==> src/rtl/user_port_endpoint.sv <==
// User-side endpoint of one leaf-interface port pair: RX and TX FWFT FIFOs on clk_user.
// Optional per-direction word counters are built when USER_PORT_CNT_EN is defined.

module user_port_fifo #(
    parameter int WIDTH     = 32,
    parameter int ADDR_BITS = 4
) (
    input  logic             clk,
    input  logic             reset,
    input  logic [WIDTH-1:0] in_data,
    input  logic             in_valid,
    output logic             in_ready,
    output logic [WIDTH-1:0] out_data,
    output logic             out_valid,
    input  logic             out_ready,
    output logic             push,
    output logic             pop
);

    localparam int DEPTH = 1 << ADDR_BITS;
    localparam logic [ADDR_BITS:0] DEPTH_C = (ADDR_BITS + 1)'(DEPTH);

    logic [WIDTH-1:0]     mem [DEPTH];
    logic [ADDR_BITS-1:0] wr_ptr;
    logic [ADDR_BITS-1:0] rd_ptr;
    logic [ADDR_BITS:0]   count;
    logic [ADDR_BITS:0]   count_nxt;

    assign push      = in_valid && in_ready;
    assign pop       = out_valid && out_ready;
    assign out_valid = (count != '0);
    // Gate the head so stale storage never shows once the FIFO is empty.
    assign out_data  = out_valid ? mem[rd_ptr] : '0;

    always_comb begin
        count_nxt = count;
        unique case ({push, pop})
            2'b10:   count_nxt = count + 1'b1;
            2'b01:   count_nxt = count - 1'b1;
            default: count_nxt = count;
        endcase
    end

    always_ff @(posedge clk or posedge reset) begin
        if (reset) begin
            wr_ptr   <= '0;
            rd_ptr   <= '0;
            count    <= '0;
            in_ready <= 1'b0;
        end else begin
            if (push) wr_ptr <= wr_ptr + 1'b1;
            if (pop)  rd_ptr <= rd_ptr + 1'b1;
            count    <= count_nxt;
            in_ready <= (count_nxt < DEPTH_C);
        end
    end

    always_ff @(posedge clk) begin
        if (push) mem[wr_ptr] <= in_data;
    end

endmodule

module user_port_endpoint #(
    parameter int PAYLOAD_BITS   = 32,
    parameter int FIFO_ADDR_BITS = 4
) (
    input  logic                    clk_user,
    input  logic                    reset,
`ifdef USER_PORT_CNT_EN
    output logic [31:0]             rx_word_count,
    output logic [31:0]             tx_word_count,
`endif
    input  logic [PAYLOAD_BITS-1:0] dout_leaf_interface2user,
    input  logic                    vld_interface2user,
    output logic                    ack_user2interface,
    output logic [PAYLOAD_BITS-1:0] rx_data,
    output logic                    rx_valid,
    input  logic                    rx_ready,
    input  logic [PAYLOAD_BITS-1:0] tx_data,
    input  logic                    tx_valid,
    output logic                    tx_ready,
    output logic [PAYLOAD_BITS-1:0] din_leaf_user2interface,
    output logic                    vld_user2interface,
    input  logic                    ack_interface2user
);

    logic rx_push;
    logic rx_pop;
    logic tx_push;
    logic tx_pop;

    user_port_fifo #(
        .WIDTH     (PAYLOAD_BITS),
        .ADDR_BITS (FIFO_ADDR_BITS)
    ) u_rx_fifo (
        .clk       (clk_user),
        .reset     (reset),
        .in_data   (dout_leaf_interface2user),
        .in_valid  (vld_interface2user),
        .in_ready  (ack_user2interface),
        .out_data  (rx_data),
        .out_valid (rx_valid),
        .out_ready (rx_ready),
        .push      (rx_push),
        .pop       (rx_pop)
    );

    user_port_fifo #(
        .WIDTH     (PAYLOAD_BITS),
        .ADDR_BITS (FIFO_ADDR_BITS)
    ) u_tx_fifo (
        .clk       (clk_user),
        .reset     (reset),
        .in_data   (tx_data),
        .in_valid  (tx_valid),
        .in_ready  (tx_ready),
        .out_data  (din_leaf_user2interface),
        .out_valid (vld_user2interface),
        .out_ready (ack_interface2user),
        .push      (tx_push),
        .pop       (tx_pop)
    );

`ifdef USER_PORT_CNT_EN
    // RX counts words accepted from the leaf, TX counts words the leaf accepted.
    always_ff @(posedge clk_user or posedge reset) begin
        if (reset) begin
            rx_word_count <= '0;
            tx_word_count <= '0;
        end else begin
            if (rx_push) rx_word_count <= rx_word_count + 32'd1;
            if (tx_pop)  tx_word_count <= tx_word_count + 32'd1;
        end
    end
`else
    logic unused_cnt;
    assign unused_cnt = rx_pop ^ tx_push;
`endif

endmodule
==> config.mk <==
export PLATFORM = sky130hd
export DESIGN_NAME = user_port_endpoint
export DESIGN_NICKNAME = d
export VERILOG_FILES = /design/src/rtl/user_port_endpoint.sv
export SDC_FILE = /design/constraint.sdc
export NUM_CORES = 1
export LEC_CHECK = 0
export CAP_MARGIN = 20
export CORE_ASPECT_RATIO = 1.4
export CORE_UTILIZATION = 40
export CTS_BUF_LIST = sky130_fd_sc_hd__clkbuf_8
export CTS_CLUSTER_SIZE = 16
export DETAILED_ROUTE_END_ITERATION = 6
export PLACE_DENSITY = 0.66
export SLEW_MARGIN = 40
export SYNTH_ARGS = -nofsm -noshare
export SYNTH_HDL_FRONTEND = slang
export SYNTH_SLANG_ARGS = --single-unit
==> constraint.sdc <==
create_clock -name clk_user -period 5.4 [get_ports clk_user]
set_clock_uncertainty 0.15 [all_clocks]
set_input_delay 1.08 -clock clk_user [delete_from_list [all_inputs] [get_ports clk_user]]
set_output_delay 1.08 -clock clk_user [all_outputs]
set_load 0.01 [all_outputs]
======== Word level (Yosys, flattened, before mapping) ========
Memory sizes are Yosys's and may differ from the RTL's.
Index checks and enable logic that the tools add are counted.
word-level totals
  output and inout bits ................... 68
  ROM bits ................................ 0
  RAM bits ................................ 1024
  input port bits ......................... 70
  bits in latches ......................... 0
  word-level logic and storage cells ...... 38
  memories kept ........................... 2
  register bits ........................... 28
cells by class
  bitwise logic cells ..................... 0
  mux-type cells .......................... 8
  reductions and logical operators ........ 6
  shift operators ......................... 0
  multiply operators ...................... 0
  magnitude comparators ................... 2
  div/mod/pow operators ................... 0
  eq/ne operators ......................... 4
  add/subtract/negate cells ............... 8
memory list
  name           depth  width  rd ports  clocked after Yosys merged registers in  write ports  RTL line  RTL
  u_rx_fifo.mem  16     32     1         0                                        1            23        logic [WIDTH-1:0] mem [DEPTH];
  u_tx_fifo.mem  16     32     1         0                                        1            23
operators with widths
  kind                   count
  $mux W32               2
  $pmux W5 S2            2
  $add A4 B1 Y4 const B  4
  $add A5 B1 Y5 const B  2
  $lt A5 B5 Y1 const B   2
  $reduce_bool A5 Y1     2
  $sub A5 B1 Y5 const B  2
  $eq A2 B1 Y1 const B   2
  $eq A2 B2 Y1 const B   2
  $logic_and A1 B1 Y1    4
  $mux W1                4

======== Longest topological paths before layout ========
  depth in word-level cells ............... 5
  depth in mapped cells ................... 11
  depth with buffers taken out ............ 9

======== Hierarchy ========
A second synthesis with hierarchy kept.
second synthesis, totals
  cell total of the unflattened synthesis .. 1756
  area total of the unflattened synthesis .. 40689.0 um^2
modules (own cells, without submodules)
  module          seq. area each (um^2)  area an instance (um^2)  cells each  instances
  user_port_fifo  15725.1                20344.5                  878         2

======== Least setup slack after synthesis ========
Ideal clock, no wire load.
  path kind ............................... input -> register
  start ................................... in vld_interface2user
  end ..................................... mem u_rx_fifo.mem[3][0], enable pin
  stages .................................. 4
  path buffers ............................ 1
  path slack .............................. 955 ps
  required time ........................... 4789 ps
  arrival ................................. 3834 ps
  path through ............................ and2_1 -> clkbuf_1 -> nand2_1 -> nor3_1
between the ends
  word-level cells in the longest chain between the ends .. 3
ends and longest elaborated chain
  element                        RTL line  RTL
  start, declared                75        input logic vld_interface2user,
  $logic_and A1 B1 Y1            29        assign push = in_valid && in_ready;
  $mux W1                        59        if (push) mem[wr_ptr] <= in_data;
  $mux W1 (not written as such)  59
  end, declared                  23
No other way between the ends.

======== Final worst setup path ========
  start ................................... reg u_rx_fifo.rd_ptr[0]
  end ..................................... out rx_data[17]
between the ends
  word-level cells in the longest chain between the ends .. 2
ends and longest elaborated chain
  element                 RTL line  RTL
  start, declared         25        logic [ADDR_BITS-1:0] rd_ptr;
  start signal, assigned  52        if (pop) rd_ptr <= rd_ptr + 1'b1;
  $mem_v2 Z16 W32         --
  $mux W32                33        assign out_data = out_valid ? mem[rd_ptr] : '0;
  end, declared           77        output logic [PAYLOAD_BITS-1:0] rx_data,
No other way between the ends.

==> flow_metrics.py <==
metrics = {
    "global_routing": {
        "grt_max_degree": 59,
        "grt_overflow": 0,
        "grt_pass1_vias": 20540,
        "grtUsageTotal_pct": 17.2,
        "grt_pass1_wl_mm": 129,
        "antenna_found_initial": 8,
    },
    "place": {
        "hpwl_mm": 48.2,
        "port_buffers": 137,
        "placedCellCount": 3186,
        "place.gp.congestion": 0.740,
    },
    "clock_tree": {
        "ctsHoldBuffers": 0,
        "insertion_delay_ns": 0.84,
        "htree_levels": 4,
        "clk_pin_slew_ns": 0.06,
        "numCtsBuffers": 158,
        "postCtsSetupBuffers": 0,
        "cts_buffer_depth": 3,
        "cts_resized": 0,
        "cts_root_buffer": "clkbuf_8",
        "cts_tree": "done",
        "clock_sinks": 1052,
    },
    "timing": {
        "fmax_mhz": 211,
        "hold_viol": 0,
        "slew_headroom_pct": 48.7,
        "final_max_slew_viol_count": 0,
        "finalSetupViolCount": 0,
        "grt_setup_unrepaired": "no",
        "min_period_ns": 4.73,
        "holdWs_ns": 0.365,
        "fin_crit_sh_pct": 87.6,
        "worstMarginPinSlew_ns": 0.770,
        "tns_ns": 0,
    },
    "drt": {
        "drc": 0,
        "drt_pass1_iterations": 7,
        "drtIter0Drc": 1445,
        "vias": 18900,
        "ant_nets": 0,
        "finalWirelength_mm": 87.3,
        "via_per_inst": 5.45,
        "wl_per_cell_um": 25.2,
    },
    "finish": {
        "syn_to_final_growth_pct": 14.7,
        "instances_no_fill": 3467,
        "multi_input_area_um2": 8700,
        "fin_nets": 2114,
        "drive_gt1_share_pct": 25.8,
        "final_cell_mix": "1024 x edfxtp_1, 256 x mux4_2, 158 x clkbuf_8",
        "final_common_cell": "edfxtp_1",
        "fillCellCount": 8272,
        "seqCellArea_um2": 31500,
    },
    "critical_path": {
        "cp-end-kind": "primary output",
        "rrSetupSlack_ns": 2.29,
        "worst-endpoint-arrival_ns": 3.50,
        "max_stage_delay_ns": 0.75,
        "crit_fanout": 38,
        "path_delay_family": "buffers and inverters",
        "crit_chain": "buf_12 > mux4_2 > mux2i_1 > o22ai_1 > clkdlybuf4s50_1",
        "path_class": "register to primary output",
        "crit_buf_inv": 2,
        "worst_r2r_path_depth": 9,
        "slowest_stage": "dfrtp_4",
        "start_kind": "register",
        "r2r_start": "u_rx_fifo.count[1]",
        "cp.required_ns": 4.17,
    },
    "hold_path": {
        "hold_start": "u_tx_fifo.rd_ptr[2]",
        "hp-class": "register to register",
        "min_path_cells": 1,
        "holdPathEnd": "u_tx_fifo.rd_ptr[2]",
    },
    "die": {
        "coreArea_um2": 100000,
        "initial_core_util_pct": 40.6,
        "die-area_um2": 103000,
        "die_w_um": 271,
        "rows": 137,
        "die_h_um": 379,
        "io_pins": 138,
    },
    "logic_synthesis": {
        "postSynthRegisterBits": 1052,
        "yosysSeqAreaShare_pct": 77.4,
        "synth_area_um2": 40600,
        "syn_nets": 1849,
        "yosys_warnings": 0,
        "synth_cell_types": 41,
        "syn-instance-count": 1761,
        "avgSynthCellArea_um2": 23.1,
    },
    "power": {
        "cellPowerDensity_nw_per_um2": 497,
        "p_comb_share_pct": 31.1,
        "p_leak_nw": 15.0,
        "ir_drop_v": 0.000357,
        "clkPwrFrac_pct": 24.8,
        "p_int_mw": 16.0,
        "power_frac_seq_pct": 44.1,
        "switching_share_pct": 30.7,
        "power.switching_mw": 7.10,
    },
    "run_status": {
        "outcome": "finished clean",
    },
    "run": {
        "drv_cap": 0,
    },
}
[cells in the mapped netlist]
cell / number / area share (%)
clkbuf_1: 32 / 0.30
or4_1: 1 / 0.018
or3_1: 1 / 0.015
a21o_1: 1 / 0.018
nand3_1: 2 / 0.025
a311oi_1: 2 / 0.043
o21a_1: 1 / 0.018
nor2_1: 20 / 0.18
dfrtp_1: 28 / 1.7
xor2_1: 9 / 0.19
o21ai_0: 5 / 0.062
nand2_1: 15 / 0.14
or4b_1: 1 / 0.025
nand4_1: 4 / 0.062
buf_2: 38 / 0.47
nor3_1: 9 / 0.11
o22ai_1: 64 / 0.99
a21bo_2: 1 / 0.025
a21boi_1: 2 / 0.037
a311o_1: 1 / 0.025
nand2b_1: 6 / 0.092
o211ai_1: 2 / 0.037
and3_1: 6 / 0.092
nor4b_1: 1 / 0.022
a2111oi_0: 1 / 0.022
buf_6: 22 / 0.61
mux2_2: 5 / 0.14
and2_1: 14 / 0.22
nor2b_1: 5 / 0.077
a211oi_1: 1 / 0.018
ha_1: 18 / 0.55
edfxtp_1: 1024 / 76
xnor2_1: 13 / 0.28
buf_1: 1 / 0.0092
mux2i_1: 128 / 3.2
nor3b_1: 4 / 0.074
mux4_2: 256 / 14
and3b_1: 2 / 0.043
a32oi_1: 1 / 0.022
inv_1: 9 / 0.083
a21oi_1: 5 / 0.062
[layer usage]
metal  track usage, %  vias up  wire [um]
met2             30.2      614      45900
met1             20.4    10100      33500
met4             6.41       12       2050
met3             4.23      152       5790
li1                 -     8022          -
met5                0        -         69
[worst max-delay path by stage]
| stage | startpoint | endpoint | slack [ns] | cells past startpoint |
|---|---|---|---|---|
| floorplan | vld_interface2user | u_rx_fifo.mem[3][0] | 0.95 | 4 |
| global placement | ack_interface2user | u_tx_fifo.in_ready | 1.45 | 9 |
| detailed placement | rx_ready | register | 1.34 | 9 |
| CTS | u_rx_fifo.rd_ptr[0] | rx_data[2] | 0.54 | 5 |
| global route | u_rx_fifo.rd_ptr[0] | rx_data[2] | 0.45 | 5 |
| finish | u_rx_fifo.rd_ptr[0] | rx_data[17] | 0.67 | 5 |
[registers in the layout, summed over array words and instances, names as in the netlist, named ones only]
register	count
u_rx_fifo.count	4
u_rx_fifo.in_ready	1
u_rx_fifo.mem	512
u_rx_fifo.rd_ptr	4
u_rx_fifo.wr_ptr	4
u_tx_fifo.count	4
u_tx_fifo.in_ready	1
u_tx_fifo.mem	512
u_tx_fifo.rd_ptr	4
u_tx_fifo.wr_ptr	4
[power groups by stage]
stage	registers, mW	clock network [mW]	logic [mW]
floorplan	9.90	0	5.07
global placement	10.3	0	7.19
detailed placement	10.4	0	7.31
CTS	10.2	5.87	7.34
global route	10.3	6.19	7.72
finish	10.2	5.74	7.20
[area by class of cell]
cell class              instances  share of cell area [%]
clock inverters               119                    1.24
clock buffers                 158                    4.67
repair buffers                198                    4.17
multi-input cells             607                    18.7
inverters                       9                  0.0725
flip-flops and latches       1052                    67.6
diodes                          4                  0.0215
well taps                    1320                    3.55
[per-stage QoR]
| stage | power, mW | instance area (um^2) | utilization (%) | setup WS (ns) |
|---|---|---|---|---|
| 2_1_floorplan | 15.0 | 40600 | - | 0.955 |
| 3_3_place_gp | 17.5 | 43800 | 43.8 | 1.45 |
| 3_5_place_dp | 17.7 | 43800 | 43.8 | 1.34 |
| 4_1_cts | 23.4 | 46600 | 46.5 | 0.539 |
| 5_1_grt | 24.2 | 46600 | 46.5 | 0.446 |
| 6_report | 23.1 | 46600 | 46.5 | 0.671 |
[kinds of logic (layout without fill, tap and decap cells)]
logic type | count (synthesis) | after routing | synth area share, %
XOR/XNOR | 22 | 22 | 0.474
AO/OA/AOI/OAI | 87 | 87 | 1.37
other | 0 | 4 | 0
buffers and inverters | 102 | 484 | 1.47
AND/OR/NAND/NOR | 91 | 91 | 1.20
flip-flops | 1052 | 1052 | 77.4
multiplexers | 389 | 389 | 17.5
adder cells (fa/ha/maj) | 18 | 18 | 0.555
Note: power is estimated with default switching activity, not from simulation.
